**src/rtl/forwarder.sv**
```systemverilog
// forwarder
//   Moves one element from a granted source queue to a downstream
//   valid/ready port, then returns a one-cycle completion pulse to the
//   scheduler.  Keeps statistics on delivered elements and on grants
//   that found their queue empty.
//
// Ports
//   clock, reset      : single clock, asynchronous active-low reset
//   enable, id        : one-cycle grant and granted queue index
//   empty, lastElem   : per-queue status flags
//   queue_data        : per-queue head element (first-word-fall-through)
//   pop               : one-hot dequeue strobe, only in POP
//   m_data, m_last,
//   m_valid, m_ready  : downstream element port
//   consumed          : completion pulse (DONE state)
//   busy              : any state other than IDLE
//   overrun           : sticky, a grant arrived while busy
//   forwarded_count   : elements accepted downstream (wraps)
//   dropped_count     : grants that hit an empty queue (wraps)
//
// state | meaning
// ------+-----------------------------------------------------------
// IDLE  | waiting for a grant
// POP   | dequeue head of id_q (or drop if empty), capture element
// SEND  | m_valid high, element held until m_ready
// DONE  | consumed pulse, back to IDLE

module forwarder #(
  parameter int NUMBER_OF_QUEUES = 4,
  parameter int DATA_WIDTH       = 64,
  parameter int REGISTER_SIZE    = 32,
  localparam int ID_WIDTH = (NUMBER_OF_QUEUES > 1) ? $clog2(NUMBER_OF_QUEUES) : 1
) (
  input  logic                                        clock,
  input  logic                                        reset,
  input  logic                                        enable,
  input  logic [ID_WIDTH-1:0]                         id,
  input  logic [NUMBER_OF_QUEUES-1:0]                 empty,
  input  logic [NUMBER_OF_QUEUES-1:0]                 lastElem,
  input  logic [NUMBER_OF_QUEUES-1:0][DATA_WIDTH-1:0] queue_data,
  output logic [NUMBER_OF_QUEUES-1:0]                 pop,
  output logic [DATA_WIDTH-1:0]                       m_data,
  output logic                                        m_last,
  output logic                                        m_valid,
  input  logic                                        m_ready,
  output logic                                        consumed,
  output logic                                        busy,
  output logic                                        overrun,
  output logic [REGISTER_SIZE-1:0]                    forwarded_count,
  output logic [REGISTER_SIZE-1:0]                    dropped_count
);

  typedef enum logic [1:0] {
    IDLE = 2'd0,
    POP  = 2'd1,
    SEND = 2'd2,
    DONE = 2'd3
  } state_t;

  state_t              state;
  logic [ID_WIDTH-1:0] id_q;

  // pop is decoded from the registered state so it can react to the
  // empty flag seen during the POP cycle itself; it is never high
  // outside POP and at most one bit is set.
  always_comb begin
    pop = '0;
    if (state == POP && !empty[id_q]) begin
      pop[id_q] = 1'b1;
    end
  end

  always_ff @(posedge clock or negedge reset) begin
    if (!reset) begin
      state           <= IDLE;
      id_q            <= '0;
      m_data          <= '0;
      m_last          <= 1'b0;
      m_valid         <= 1'b0;
      consumed        <= 1'b0;
      busy            <= 1'b0;
      overrun         <= 1'b0;
      forwarded_count <= '0;
      dropped_count   <= '0;
    end else begin
      case (state)
        IDLE: begin
          if (enable) begin
            id_q  <= id;
            busy  <= 1'b1;
            state <= POP;
          end
        end

        POP: begin
          if (!empty[id_q]) begin
            m_data  <= queue_data[id_q];
            m_last  <= lastElem[id_q];
            m_valid <= 1'b1;
            state   <= SEND;
          end else begin
            dropped_count <= dropped_count + REGISTER_SIZE'(1);
            consumed      <= 1'b1;
            state         <= DONE;
          end
        end

        SEND: begin
          if (m_ready) begin
            forwarded_count <= forwarded_count + REGISTER_SIZE'(1);
            m_valid         <= 1'b0;
            consumed        <= 1'b1;
            state           <= DONE;
          end
        end

        DONE: begin
          consumed <= 1'b0;
          busy     <= 1'b0;
          state    <= IDLE;
        end

        default: begin
          m_valid  <= 1'b0;
          consumed <= 1'b0;
          busy     <= 1'b0;
          state    <= IDLE;
        end
      endcase

      // A grant while busy is dropped on the floor; flag it until reset.
      if (enable && state != IDLE) begin
        overrun <= 1'b1;
      end
    end
  end

endmodule

```
**config.mk**
```make
export PLATFORM = sky130hd
export DESIGN_NAME = forwarder
export DESIGN_NICKNAME = d
export VERILOG_FILES = /design/src/rtl/forwarder.sv
export SDC_FILE = /design/constraint.sdc
export NUM_CORES = 1
export LEC_CHECK = 0
export BUFFER_PORTS_ARGS = -buffer_cell sky130_fd_sc_hd__buf_2
export CORE_ASPECT_RATIO = 0.5
export CORE_MARGIN = 10
export CORE_UTILIZATION = 45
export DETAILED_ROUTE_END_ITERATION = 8
export GPL_ROUTABILITY_DRIVEN = 0
export HOLD_SLACK_MARGIN = 0.12
export PLACE_DENSITY_LB_ADDON = 0.2
export RECOVER_POWER = 25
export SYNTH_ARGS = -nofsm -noshare
export SYNTH_HDL_FRONTEND = slang
export SYNTH_SLANG_ARGS = --single-unit
```
**constraint.sdc**
```tcl
create_clock -name clock -period 2.2 [get_ports clock]
set_input_delay 0.22 -clock clock [delete_from_list [all_inputs] [get_ports clock]]
set_output_delay 0.22 -clock clock [all_outputs]
set_load 0.03 [all_outputs]
```
Word level (Yosys, flattened, before mapping). Cells that the tools add are included.

Register bits: 137. Word-level logic and storage cells: 60. Bits of input ports: 270.

$lt $le $gt $ge: 2. Muxes and demuxes: 21. Bitwise logic cells: 1. Reduce and logical (&&, ||, !) cells: 17. Eq/ne operators: 7. Add/sub/neg operators: 2.

Operator list (count): $bmux 64 s2 (1); $add 32x1->32 const B (2); $mux 64 (1); $reduce_and 2->1 (6); $mux 1 (9); $pmux 2 s4 (1); $ne 2x2->1 const B (3); $reduce_and 3->1 (2); $reduce_bool 2->1 (3); $bmux 1 s2 (2); $eq 2x2->1 const B (2); $mux 2 (2); $mux 4 (1); $pmux 1 s2 (2); $logic_and 1x1->1 (3); $lt 2x3->1 const B (1); $pmux 1 s3 (1); $reduce_bool 3->1 (1); $demux 1 s2 (1); $eq 2x1->1 const B (1); $ge 2x1->1 const B (1); $logic_not 2->1 (1); $ne 2x1->1 const B (1); $logic_not 1->1 (1); $not 1->1 (1).

Longest topological paths before layout. Gate-level depths: netlist of run 1.

Depth in word-level cells: 5. Depth in mapped cells: 8.

Worst setup path after synthesis of run 1. OpenSTA, ideal clock, no wires.

Path type: register to output. Start point: register id_q[0]. End point: output pop[1]. Data arrival time: 1972 ps. Required time: 1980 ps. Path slack: 8 ps. Cell stages (with the launch flop): 9. Cells stage by stage: dfrtp_1 -> buf_6 -> mux4_2 -> nor2b_1 -> buf_4 -> buf_6 -> buf_8 -> nand2_1 -> nor2_1.

Longest elaborated chain between the ends: 5. Elaborated cells on any way between the ends: 10. Classes of those cells: order compare: 2; mux: 5; reduce/logical: 3.

RTL lines: start: declaration (line 61) `logic [ID_WIDTH-1:0] id_q;`; start signal: assignment (line 89) `id_q <= id;`; $lt 2x3->1 (implied by the code), or another cell as far along (line 69) `pop[id_q] = 1'b1;`; $logic_and 1x1->1 (implied by the code) or $mux 1 (tied branches) (line 69, 68); $mux 1 (implied by the code) or $logic_not 1->1 (tied branches); $demux 1 s2 or $logic_and 1x1->1 (tied branches) (line 69, 68); $mux 4 (*) (line 68) `if (state == POP && !empty[id_q]) begin`; end: declaration (line 41) `output logic [NUMBER_OF_QUEUES-1:0] pop,`.

Every way passes the cells marked *; elsewhere a longest branch is shown, timed or not. The select of a mux whose other input is x is not followed.

Worst setup path after layout of run 1.
Start point: register id_q[0]. End point: output pop[2].

The elaborated chain is that of the path after synthesis.

==> reports/metrics.cfg, run 1 <==
[worst_setup_path]
worstSetupStartpointType=flip-flop
crit_path_start=id_q[0]
worstSetupPathType=reg -> out
ff2ff_path_depth=6
crit_required_ps=1980
rr_startpoint=id_q[0]
cp.arrival_ps=1960
rrSetupSlack_ps=50
endpoint_kind=output pin
cp_max_fo=4
r2r-end=m_data[57]

[layout]
fin_util_pct=66.82
drive_above_1_share_pct=62.34
n_fill_cell=1256
multi_input_area_sq_um=3724
seqCellArea_sq_um=3433
syn_to_final_growth_pct=43.17
nets=1228
fin_cells=1189

[worst_hold_path]
whs_endpoint=m_valid
hp-class=in -> reg
hold_depth=3
min_from=m_ready

[sta]
tightest_slew_ps=637.1
rsz0062_at_grt=true
max_freq_ghz=0.4585
fin_tns_setup_ps=0
fin_ws_ps=19.01
fin_crit_sh_pct=99.14
finalSetupViolCount=0
timing.final.hold_violations=0
layout_min_cycle_time_ps=2181
finalClockSkew_ps=11.69
slew_violations=0
relSlewSlack_pct=57.52

[synth]
ys_warn_count=0
synthTopCellsByArea=dfrtp_1, mux4_2, mux2_2, xnor2_1, nand3_1
ys_seq_area_share_pct=46.92
async_flop_share_pct=100.0
synth_edf_count=0
syn_nets=797
syn_area_sq_um=7307
synth_top_area_share_pct=46.92
ys.flop_type=dfrtp_1
ys_seq_elements=137
syn_avg_cell_area_sq_um=14.02
syn_inst=521
ys_types=37
netlist_top_cells_count=dfrtp_1, mux4_2, mux2_2
yosysTopAreaCell=dfrtp_1
synth.most_common_cell=dfrtp_1

[global_routing]
grt_pass1_wl_microns=41140
antenna_found_initial=5
grt_overflow_total=0
grt_max_degree=71
track_usage_pct=24.16
grt_pass1_vias=6844

[clock_network]
insertion_delay_ps=410
root_buffer=clkbuf_16
clock_sinks=137
clock_path_buffers=2
cts_tree=built
cts.clk_slew.worst_paths_ps=60
cts_buffers=17
htreeDepth=4

[detailed_routing]
drt-met1-wl_microns=10480
drc_errors=0
dr_wl_met3_microns=2086
wl_met2_microns=13750
first_iter_violations=347
drt_pass1_iterations=4
viasPerCell=5.381
finalWirelength_microns=26910
detail-route-antenna-nets=0
wl_per_cell_microns=22.63
num_vias=6398
top_layer_used=met5

[floorplan]
die_w_microns=200.2
die_area_sq_um=22040
rows=32
fp.dieH_microns=110.1
fp.coreArea_sq_um=15660
ios=407
initial_core_util_pct=46.68

[flow_run]
drv.max_cap_violation_count=0

[power]
p_total_mw=13.63
power_density_nw_per_um2=1303
p_leak_nw=5.063
vdd_ir_drop_max_mv=0.8332

[place]
port_buffers=406
dp_slack_ps=182.4
placed_cells=1143
dpl.hpwl_microns=21790

[outcome]
outcome=finished, final reports clean

[worst max path at each step]
stage	to	slack [ps]
2_1_floorplan	pop[1]	8
3_3_place_gp	m_data[14]	230
3_5_place_dp	m_data[21]	180
4_1_cts	pop[1]	-20
5_1_grt	pop[1]	-60
6_report	pop[2]	20
[cells in the final DEF, fill, tap and decap left out, drive strengths merged, types with 2 or more instances in the layout]
| cell type | instances |
|---|---|
| a21oi | 3 |
| a31oi | 2 |
| and2 | 2 |
| and3 | 9 |
| and4 | 5 |
| and4bb | 2 |
| buf | 431 |
| bufinv | 4 |
| clkbuf | 20 |
| clkinv | 5 |
| clkinvlp | 3 |
| dfrtp | 137 |
| diode | 4 |
| dlygate4sd3 | 4 |
| ha | 6 |
| inv | 7 |
| mux2 | 69 |
| mux4 | 66 |
| nand2 | 24 |
| nand3 | 32 |
| nand4 | 23 |
| nor2 | 11 |
| nor2b | 3 |
| nor3 | 10 |
| nor4 | 10 |
| o21ai | 2 |
| or2 | 2 |
| or3 | 3 |
| xnor2 | 48 |
| xor2 | 14 |
[cell type report]
class                           instances  share of cell area, %
Antenna cell                            4                0.09568
Inverter                                5                 0.1794
Multi-Input combinational cell        352                  35.59
Tap cell                              221                  2.643
Clock inverter                         14                  1.878
Sequential cell                       137                  32.82
Clock buffer                           17                  4.066
Timing Repair Buffer                  439                  22.72
[critical path, cell delays in order, from the launching register on]
cell     delay [ps]
dfrtp_4         410
mux4_2          550
nor2b_4         160
buf_12          120
nand2_1          50
nor2_1          100
buf_4           170
[sequential cells by signal, indices dropped and copies added (netlist names), 2 cells and up]
register	count
state	2
m_data	64
dropped_count	32
forwarded_count	32
id_q	2
[power breakdown]
part | switching, mW | leakage (nW) | internal, mW
registers | 0.508 | 1.72 | 3.31
clock network | 1.11 | 0.296 | 1.90
logic | 3.74 | 3.04 | 3.06
[layer usage]
metal	global-route usage [%]	up-vias
met5	0	-
met4	7.680	2
met3	7.484	46
met2	42.09	242
met1	28.62	3242
li1	-	2866
[cell families (layout without fill, tap and decap cells)]
kind of cell	Yosys count	after routing	synth area share, %
simple gates	140	140	10.48
other cells	0	4	0
buf+inv	32	475	2.431
xor+xnor	62	62	7.431
fa+ha+maj	6	6	1.027
mux	135	135	30.98
flops	137	137	46.92
compound gates	9	9	0.7363
[timing repair]
| action | CTS | global route |
|---|---|---|
| pin swaps | 1 | 1 |
| resized for setup | 8 | 1 |
| buffers inserted | 3 | 3 |
| hold buffers | 4 | 0 |
| gates cloned | 1 | 0 |
| setup endpoints to repair | 4 | 18 |
| hold endpoints to repair | 68 | 0 |
[per-stage QoR]
step	instance area [sq um]	hold slack (ps)
2_1_floorplan	7307	-75.59
3_3_place_gp	9691	256.3
3_5_place_dp	9691	262.0
4_1_cts	10440	127.2
5_1_grt	10460	173.3
6_report	10460	141.1
No activity file was read; power rests on OpenSTA's default activity.
==> run 2: changes to the inputs <==
--- a/config.mk
+++ b/config.mk
@@ -8,7 +8,7 @@
 export BUFFER_PORTS_ARGS = -buffer_cell sky130_fd_sc_hd__buf_2
 export CORE_ASPECT_RATIO = 0.5
 export CORE_MARGIN = 10
-export CORE_UTILIZATION = 45
+export CORE_UTILIZATION = 49
 export DETAILED_ROUTE_END_ITERATION = 8
 export GPL_ROUTABILITY_DRIVEN = 0
 export HOLD_SLACK_MARGIN = 0.12
==> constraint.sdc (replaced) <==
create_clock -name clock -period 2.7 [get_ports clock]
set_input_delay 0.27 -clock clock [delete_from_list [all_inputs] [get_ports clock]]
set_output_delay 0.27 -clock clock [all_outputs]
set_load 0.03 [all_outputs]
==> reports/metrics.cfg, run 2 (synthesis results as in run 1) <==
[worst_setup_path]
endpoint_kind=output pin
cp.arrival_ps=2290  ; +330 ps
crit_required_ps=2430  ; +450 ps
cp_max_fo=47  ; +43
worstSetupPathType=reg -> out
worstSetupStartpointType=flip-flop

[floorplan]
ios=407  ; unchanged
fp.coreArea_sq_um=14550  ; -7.1%
die_area_sq_um=20490  ; -7.0%
initial_core_util_pct=50.24  ; +3.6 points
rows=31  ; -3.1%
fp.dieH_microns=106.4  ; -3.4%
die_w_microns=192.7  ; -3.8%

[sta]
fin_tns_setup_ps=0  ; unchanged
max_freq_ghz=0.3913
layout_min_cycle_time_ps=2555
finalSetupViolCount=0  ; unchanged
relSlewSlack_pct=14.84  ; -43 points
timing.final.hold_violations=0  ; unchanged
tightest_slew_ps=1277  ; +640.3 ps
finalClockSkew_ps=11.98  ; +0.2941 ps
fin_crit_sh_pct=94.64
rsz0062_at_grt=false
slew_violations=0  ; unchanged

[power]
p_leak_nw=4.935  ; -2.5%
vdd_ir_drop_max_mv=1.234  ; +48%
power_density_nw_per_um2=1054  ; -19%

[layout]
final_cell_mix=buf_2, dfrtp_1, mux4_2, mux2_2, xnor2_1
syn_to_final_growth_pct=39.43
regMostFlops=m_data
drive_above_1_share_pct=61.55  ; -0.80 points
fin_cells=1145  ; -3.7%
largest_reg_flops=64  ; unchanged
nets=1209  ; -1.5%
reg_top3=m_data x64, dropped_count x32, forwarded_count x32
final_common_cell=buf_2

[detailed_routing]
wl_per_cell_microns=23.12  ; +2.2%
num_vias=6294  ; -1.6%
first_iter_violations=377  ; +8.6%
viasPerCell=5.497  ; +2.2%
drt_pass1_iterations=4  ; unchanged
finalWirelength_microns=26470  ; -1.6%
detail-route-antenna-nets=0  ; unchanged
drc_errors=0  ; unchanged

[global_routing]
grt_max_degree=71  ; unchanged
grt_pass1_wl_microns=39510  ; -4.0%
track_usage_pct=25.17  ; +1.0 points
antenna_found_initial=3  ; -2
grt_pass1_vias=6678  ; -2.4%
grt_overflow_total=0  ; unchanged

[clock_network]
root_buffer=clkbuf_16
cts.clk_slew.worst_paths_ps=60  ; about the same
insertion_delay_ps=400  ; about the same
clock_sinks=137  ; unchanged
cts_buffers=17  ; unchanged
clock_path_buffers=2  ; unchanged
cts_tree=built
post_cts_buffers=0  ; -3
htreeDepth=4  ; unchanged

[flow_run]
drv.max_cap_violation_count=0  ; unchanged

[place]
dpl.hpwl_microns=21450  ; -1.6%
placed_cells=1108  ; -3.1%
port_buffers=406  ; unchanged

[outcome]
outcome=finished, final reports clean

[worst_hold_path]
hp-class=in -> reg

## run 2: cell types whose count changed in the layout (fill, tap and decap cells not counted), moves of 2 or more
| cell | delta |
|---|---|
| clkbuf_1 | -3 |
| buf_2 | +4 |
| buf_4 | -16 |
| buf_6 | -3 |
| buf_12 | -2 |
| clkbuf_8 | +2 |
| clkinv_4 | -2 |
## run 2: area by class of cell
type,count,area (sq um)
clock buffer,19,452.9
inverter,5,18.77
timing repair buffer,420,2172
sequential,137,3433
multi-input combinational,352,3709
fill,1121,4357
tap,198,247.7
antenna,3,7.507
clock inverter,11,147.6
## run 2: power by group
group	switching (mW)	internal [mW]	leakage, nW	total (mW)
clock	0.864	1.49	0.283	2.36
sequential	0.412	2.70	1.72	3.11
combinational	2.96	2.31	2.93	5.27
## run 2: layer usage
metal	up-vias	wire length, microns	GRT usage [%]
met5	-	0	0
met4	0	510	8.251
met3	34	2399	8.089
met2	223	13510	42.56
met1	3223	10060	29.90
li1	2814	-	-
## run 2: timing repair
item	4_1_cts	5_1_grt
resized for setup	0	0
hold endpoints to repair	54	0
hold buffers	4	0
## run 2: critical path: stages (launching register included)
cell and delay (ps):
dfrtp_4 430, mux4_2 610, nor2b_4 180, buf_12 260
and3_1 190, buf_2 200
## run 2: per-stage QoR
stage	worst slack (ps)	area [sq um]	utilization [%]	hold slack, ps	total power, mW
global placement	577.4	9559	65.72	239.8	8.339
finish	144.6	10190	70.05	189.3	10.74
global route	39.40	10190	70.05	181.1	11.33
detailed placement	543.4	9559	65.72	239.3	8.486
floorplan	457.5	7307	-	-25.59	6.902
CTS	118.8	10200	70.12	173.0	10.87
## run 2: worst paths after layout
path                              start                to  slack, ps  depth (start not counted)
worst min-delay path            m_ready           m_valid        190                          3
worst max-delay path            id_q[0]            pop[3]        140                          5
worst max register to register  id_q[0]        m_data[20]        540                          5
min in group asynchronous         reset        m_data[11]        690                          2
max in group asynchronous         reset  dropped_count[0]        470                          3
worst min register to register  overrun           overrun        460                          1
